==> src/rtl/cart_pkg.sv <==
// Shared definitions for the cartridge download path: loader FSM states and
// the ROM / detector address geometry.
package cart_pkg;

  typedef enum logic [1:0] {
    IDLE   = 2'd0,
    LOAD   = 2'd1,
    FINISH = 2'd2
  } state_t;

  localparam int CART_MAX_BYTES = 32768;
  localparam int DET_ADDR_W     = 13;
  localparam int ROM_ADDR_W     = 15;
  localparam int CNT_W          = 16;

endpackage

==> src/rtl/cart_loader.sv <==
// Cartridge image loader: writes downloaded bytes into ROM and forwards the
// leading DET_LIMIT bytes to the mapper detectors, then reports the image size.
module cart_loader
  import cart_pkg::*;
#(
  parameter int MAX_BYTES = CART_MAX_BYTES,
  parameter int DET_LIMIT = 8192
) (
  input  logic                  clk,
  input  logic                  reset_n,
  input  logic                  dl_start,
  input  logic                  dl_wr,
  input  logic [7:0]            dl_data,
  input  logic                  dl_done,
  output logic                  dl_ready,
  output logic                  rom_we,
  output logic [ROM_ADDR_W-1:0] rom_addr,
  output logic [7:0]            rom_wdata,
  output logic                  det_enable,
  output logic [DET_ADDR_W-1:0] det_addr,
  output logic [7:0]            det_data,
  output logic [31:0]           cart_size,
  output logic                  load_done,
  output logic                  overflow,
  output logic                  empty_err
);

  localparam logic [CNT_W:0] MAX_C = (CNT_W+1)'(MAX_BYTES);
  localparam logic [CNT_W:0] DET_C = (CNT_W+1)'(DET_LIMIT);

  state_t           r_state;
  state_t           w_state_nxt;
  logic [CNT_W-1:0] r_cnt;
  logic [CNT_W-1:0] w_cnt_nxt;
  logic             w_accept;
  logic             w_in_rom;
  logic             w_in_det;
  logic             w_finish;

  assign w_accept = dl_wr && (r_state == LOAD);
  assign w_in_rom = {1'b0, r_cnt} < MAX_C;
  assign w_in_det = {1'b0, r_cnt} < DET_C;
  assign w_finish = (r_state == LOAD) && dl_done && !dl_start;

  // Counter saturates at MAX_BYTES; a byte arriving with dl_done is still counted.
  always_comb begin
    w_cnt_nxt = r_cnt;
    if (dl_start) begin
      w_cnt_nxt = '0;
    end else if (w_accept && w_in_rom) begin
      w_cnt_nxt = r_cnt + 16'd1;
    end
  end

  always_comb begin
    w_state_nxt = r_state;
    dl_ready    = 1'b0;
    load_done   = 1'b0;
    case (r_state)
      IDLE: ;
      LOAD: begin
        dl_ready = 1'b1;
        if (dl_done) w_state_nxt = FINISH;
      end
      FINISH: begin
        load_done   = 1'b1;
        w_state_nxt = IDLE;
      end
      default: w_state_nxt = IDLE;
    endcase
    if (dl_start) w_state_nxt = LOAD;
  end

  always_ff @(posedge clk) begin
    if (!reset_n) begin
      r_state    <= IDLE;
      r_cnt      <= '0;
      rom_we     <= 1'b0;
      rom_addr   <= '0;
      rom_wdata  <= '0;
      det_enable <= 1'b0;
      det_addr   <= '0;
      det_data   <= '0;
      cart_size  <= '0;
      overflow   <= 1'b0;
      empty_err  <= 1'b0;
    end else begin
      r_state    <= w_state_nxt;
      r_cnt      <= w_cnt_nxt;
      rom_we     <= w_accept && w_in_rom;
      det_enable <= w_accept && w_in_rom && w_in_det;
      if (w_accept && w_in_rom) begin
        rom_addr  <= r_cnt[ROM_ADDR_W-1:0];
        rom_wdata <= dl_data;
      end
      // Offset 0 re-arms the detectors, so the stream stops rather than wraps.
      if (w_accept && w_in_rom && w_in_det) begin
        det_addr <= r_cnt[DET_ADDR_W-1:0];
        det_data <= dl_data;
      end
      if (dl_start) begin
        overflow <= 1'b0;
      end else if (w_accept && !w_in_rom) begin
        overflow <= 1'b1;
      end
      // Size and empty flag are latched on entry to FINISH so they are valid with load_done.
      if (dl_start) begin
        cart_size <= '0;
        empty_err <= 1'b0;
      end else if (w_finish) begin
        cart_size <= {16'd0, w_cnt_nxt};
        if (w_cnt_nxt == '0) empty_err <= 1'b1;
      end
    end
  end

endmodule

==> config.mk <==
export PLATFORM = sky130hd
export DESIGN_NAME = cart_loader
export DESIGN_NICKNAME = d
export VERILOG_FILES = /design/src/rtl/cart_pkg.sv /design/src/rtl/cart_loader.sv
export SDC_FILE = /design/constraint.sdc
export NUM_CORES = 1
export LEC_CHECK = 0
export ABC_AREA = 1
export CORE_ASPECT_RATIO = 1.1
export CORE_MARGIN = 2
export CORE_UTILIZATION = 53
export CTS_BUF_LIST = sky130_fd_sc_hd__clkbuf_2 sky130_fd_sc_hd__clkbuf_4 sky130_fd_sc_hd__clkbuf_8
export DETAILED_ROUTE_END_ITERATION = 10
export GPL_TIMING_DRIVEN = 1
export PLACE_DENSITY_LB_ADDON = 0.1
export SYNTH_ARGS = -nofsm -noshare
export SYNTH_HDL_FRONTEND = slang
export SYNTH_SLANG_ARGS = --single-unit
==> constraint.sdc <==
create_clock -name clk -period 3.2 [get_ports clk]
set_clock_uncertainty 0.05 [all_clocks]
set_input_delay 0.64 -clock clk [delete_from_list [all_inputs] [get_ports clk]]
set_output_delay 0.64 -clock clk [all_outputs]
set_load 0.02 [all_outputs]
======== After elaboration in Yosys (flattened, before gate mapping) ========
Index checks and enable logic that the tools add are counted.
word-level totals
  input port bits ......................... 13
  output and inout port bits .............. 82
  logic and storage cells ................. 43
  register bits ........................... 82
operators by class
  bitwise operators ....................... 2
  $lt $le $gt $ge ......................... 2
  eq/ne operators ......................... 5
  add/subtract/negate cells ............... 1
  reductions and logical operators ........ 14
  muxes and demuxes ....................... 7
operators by type and width
  cell                                                  count
  2-to-1 mux 16 bit                                     2
  adder 16 x 1 -> 16 bit, second input constant         1
  zero test 16 bit                                      1
  < comparator 16 x 14 -> 1 bit, second input constant  1
  < comparator 16 bit, second input constant            1
  logical AND 1 bit                                     6
  AND reduction 2 bit                                   3
  != test 2 bit, second input constant                  2
  case mux 2 bit (2 select lines)                       1
  2-to-1 mux 1 bit                                      3
  != test 3 bit, second input constant                  1
  equality test 2 x 1 -> 1 bit, second input constant   1
  equality test 2 bit, second input constant            1
  zero test 1 bit                                       2
  zero test 2 bit                                       1
  2-to-1 mux 2 bit                                      1
  inverter 1 bit                                        2
  OR reduction 2 bit                                    1

======== Longest topological paths before layout ========
  depth after elaboration ................. 7
  gate-level depth with buffers ........... 14
  gate-level depth less buffers ........... 14

======== Worst setup path after synthesis ========
Ideal clock, no wire load.
  path kind ............................... input to register
  from .................................... input dl_wr
  to ...................................... register empty_err
  buffers on the path ..................... 1
  cell stages on the path ................. 11
  arrival ................................. 1,618 ps
  setup time .............................. 65 ps
  slack ................................... 1,467 ps
  data required time ...................... 3,085 ps
  cells stage by stage .................... nand3_2 > nor2_4 > buf_4 > nand4_1 > nand3_1 > nand2_1 > nor2_1 > nand2_1 > nor2_1 > nor2_1 > nor2_1
on the way
  longest elaborated chain between the ends .. 6
ends and longest elaborated chain
  element                               line                text
  from (decl)                           cart_loader.sv:12   input logic dl_wr,
  logical AND 1 bit                     cart_loader.sv:40   assign w_accept = dl_wr && (r_state == LOAD);
  logical AND 1 bit                     cart_loader.sv:50   end else if (w_accept && w_in_rom) begin
  2-to-1 mux 16 bit                     cart_loader.sv:50
  2-to-1 mux 16 bit                     cart_loader.sv:48   if (dl_start) begin
  zero test 16 bit                      cart_loader.sv:112  if (w_cnt_nxt == '0) empty_err <= 1'b1;
  AND reduction 2 bit (no source line)  --
  to (signal assigned)                  cart_loader.sv:86   empty_err <= 1'b0;
  to (signal assigned)                  cart_loader.sv:109  empty_err <= 1'b0;
  to (signal assigned)                  cart_loader.sv:112
  to (decl)                             cart_loader.sv:25   output logic empty_err
No other way between the ends.
A chain may end at the register's enable or synchronous reset.

======== Worst setup path after layout ========
Ends and elaborated chain as after synthesis.

==> impl_summary.md <==
Clocking
In this run, post-CTS repair resized a total of 0 instances. TritonCTS built the clock tree. The cell sitting at the root of the clock tree is a clkbuf_8. The clock latency reported for the late side of the worst-skew pair is 0.34 ns. Clock-pin slew was measured on the worst setup and hold paths at 0.08 ns. The number of setup buffers added after CTS is 0.

The maximum buffer depth of the clock tree is 2. The number of buffers inserted by hold repair at cts is 0. The clock tree synthesis step divided the H-tree into 3 levels. Counting every sink on the clock net gives 82.

The number of buffers created by CTS is 9.

Die
The die is 79.7 um wide. The top-level port count is 95. The vertical die dimension is 87.3 um.

After floorplanning, the core was sized to cover 0.00612 mm2. Row generation in the floorplan step produced 30 rows. The initial core utilization is 0.546. The die covers 0.00695 mm2.

Final layout
0 antenna diodes ended up in the layout. The area growth from synthesis to layout is 29.8%. The fraction of final layout cells with drive strength greater than 1 is 0.0590. The share of the core filled with cells in the final layout is 0.708.

The final standard cell count with taps included and fillers excluded is 605. After the last flow step, the layout net total stands at 535.

Place
The number of placed instances, taps included, is 590. The final weighted congestion in routability-driven placement is 0.914. The HPWL after detailed placement is 5900 um. The placement-stage worst setup slack is 0.481 ns. Input and output buffers added on the ports amount to 78.

Critical path
The critical path depth in cells is 12. The critical path's most frequent cell is nor2_1. The delay contributed by the slowest stage of the critical path is 0.54 ns.

The required arrival time at the worst endpoint is 3.43 ns. The arrival time reported for the critical path endpoint is 2.59 ns. The largest fanout on the critical path is 23.

Walking the worst path, the cells encountered are clkdlybuf4s50_1 -> nand3_2 -> nor2_4 -> buf_4 -> nand3_1 -> nand2_1 -> nand2_1 -> o21bai_1 -> nand3_1 -> nor2_1 -> nor2_1 -> nor2_1. The worst setup path is launched from a primary input. The largest individual stage delay along the critical path comes from the cell clkdlybuf4s50_1.

The family with the most delay on the worst path is simple AND/OR/NAND/NOR gates. Counting both buffers and inverters, the worst setup path holds a total of 2. The number of cells on the worst reg-to-reg path is 9.

The kind of end point of the critical path is a register. The worst setup path is of the in -> reg kind.

Global route
The largest net degree at the start of global routing is 40. The number of antenna violations at the first check in global routing is 0. The via count of the first global-routing pass is 2,738. Global routing finished with a remaining overflow of 0. The wire length of the first global-routing pass is 13,100 um. The global-route usage over all layers is 0.243.

Logic synthesis
Dividing the synthesized area by the synthesized cell count gives 7.49 um2. The share of the yosys chip area belonging to registers is 0.492. Yosys mapped the design onto 26 distinct sky130hd cell types. For this run, the leading register cell type out of synthesis is dfxtp_1. After technology mapping, the gate count stands at 446. The area of the mapped netlist is 0.00334 mm2. The number of enable flip-flop cells after synthesis is 0. The warning count from the yosys run is 0. The flop and latch count out of synthesis is 82. The async set-or-reset flop fraction in the synthesized netlist is 0.

Timing
Setup repair after global routing left no endpoint under its margin. The post-route setup TNS is 0 ns. The final hold violation count is 0. The time the worst path needs with I/O delays and setup is 2.36 ns. The count of final max-slew check failures was 0. The final cycle utilization of the critical path is 0.737. The maximum achievable frequency is 0.424 GHz. After layout, the worst setup slack is 0.842 ns. The number of setup violations in the final report is 0.

Pwr
The share of total power dissipated in combinational logic is 0.121. The share of total power dissipated in sequential elements is 0.502. The cell leakage power is 0.00180 uW. The internal power of the cells is 1620 uW. The portion of total power attributed to the clock network is 0.377. The worst supply voltage drop on vdd is 425 uV. The analysis attributes to net switching a power of 527 uW. The ratio of total power to cell area is 495 mW/mm2. The switching fraction of total power is 0.246.

Detailed routing
The routed design has 8040 um of wire. The count of TritonRoute iterations in the first routing pass is 5. The detailed router finished its first iteration with 184 violations. The ratio of routed vias to standard cells is 5.00. For this block, the via count after detailed routing is 3,028.

For this run, design rule violations remaining after detail routing come to 0. Dividing the detail-routed wire length by the instance count gives 13.3 um. In this run the remaining antenna-violating nets after routing total 0.

Flow run
The count of max-cap constraint violations is 0.

Min path
The number of stages on the worst hold path is 2. The worst min-delay path class is reg -> reg.

Status
The run finished with clean final reports.
-- worst min-delay path, cell delays in order (launching register included) --
cell	delay, ns
dfxtp_1	0.32
nand2_1	0.06
a21oi_1	0.05
-- per-stage QoR --
step,power (uW),hold WS [ns],instance area (um2)
4_1_cts,2160,0.426,4330
2_1_floorplan,1260,0.427,3400
3_3_place_gp,1360,0.398,4120
6_report,2150,0.422,4330
5_1_grt,2230,0.451,4330
3_5_place_dp,1360,0.414,4120
-- cell families (layout without fill, tap and decap cells) --
group           after synthesis  in the layout  synth area share
compound gates               94             94             0.152
fa+ha+maj                     1              1           0.00375
buf+inv                      73            137             0.106
flops                        82             82             0.492
other cells                   1             16           0.00112
simple gates                195            195             0.245
-- per-layer routing --
metal,up-vias,GRT usage,wire [um]
li1,1559,-,-
met1,1353,0.327,3690
met2,98,0.390,3760
met3,18,0.0405,423
met4,0,0.0987,168
met5,-,0,0
-- state kept, by name, summed over array words and instances, names as in the netlist --
name / flops
overflow: 1
det_enable: 1
r_state: 2
rom_addr: 15
empty_err: 1
cart_size: 16
rom_we: 1
r_cnt: 16
rom_wdata: 8
det_addr: 13
det_data: 8
-- power by group through the flow --
stage                     logic, uW  registers [uW]  clock network (uW)
final                           259            1080                 809
after global routing            283            1080                 861
after CTS                       261            1080                 823
after detailed placement        259            1100                   0
after global placement          257            1100                   0
after floorplan                 118            1140                   0
-- cell type report --
type                    count  area (um2)
inverters                  36         135
multi-input cells         306        1400
well taps                  80         100
clock buffers              10         138
clock inverters             5        78.8
repair buffers             86         841
fillers                   510        1780
flip-flops and latches     82        1640
-- synthesized netlist by cell type, types with 2 or more instances --
cell type | count | share of area
buf_2 | 3 | 0.0045
clkbuf_1 | 14 | 0.016
nand3_2 | 2 | 0.0060
inv_1 | 35 | 0.039
nand2_1 | 62 | 0.070
dfxtp_1 | 82 | 0.49
nand3_1 | 23 | 0.034
buf_4 | 18 | 0.040
o21bai_1 | 2 | 0.0045
a211oi_1 | 3 | 0.0067
nor2_4 | 2 | 0.0067
o211ai_1 | 7 | 0.016
nor2_1 | 97 | 0.11
o21ai_0 | 52 | 0.078
nand4_1 | 4 | 0.0075
a21oi_1 | 28 | 0.042
nor3_1 | 3 | 0.0045
-- placed cells by master, fill, tap and decap left out, types with 2 or more instances in the layout --
master / count
o21bai_1: 2
clkdlybuf4s50_1: 78
nor2_1: 97
conb_1: 16
o211ai_1: 7
nor3_1: 3
clkinv_2: 2
o21ai_0: 52
nor2_4: 2
nand3_1: 23
inv_1: 35
buf_4: 8
clkbuf_8: 10
nand2_1: 62
a21oi_1: 28
nand4_1: 4
a211oi_1: 3
bufinv_16: 2
nand3_2: 2
dfxtp_1: 82
-- final timing paths --
path,startpoint,to,slack [ns]
setup reg to reg,r_cnt[2],empty_err,1.25
hold / removal,rom_addr[0],rom_addr[0],0.42
setup / recovery,dl_wr,empty_err,0.84
hold reg to reg,rom_addr[0],rom_addr[0],0.42
Note: power is estimated with default switching activity, not from simulation.
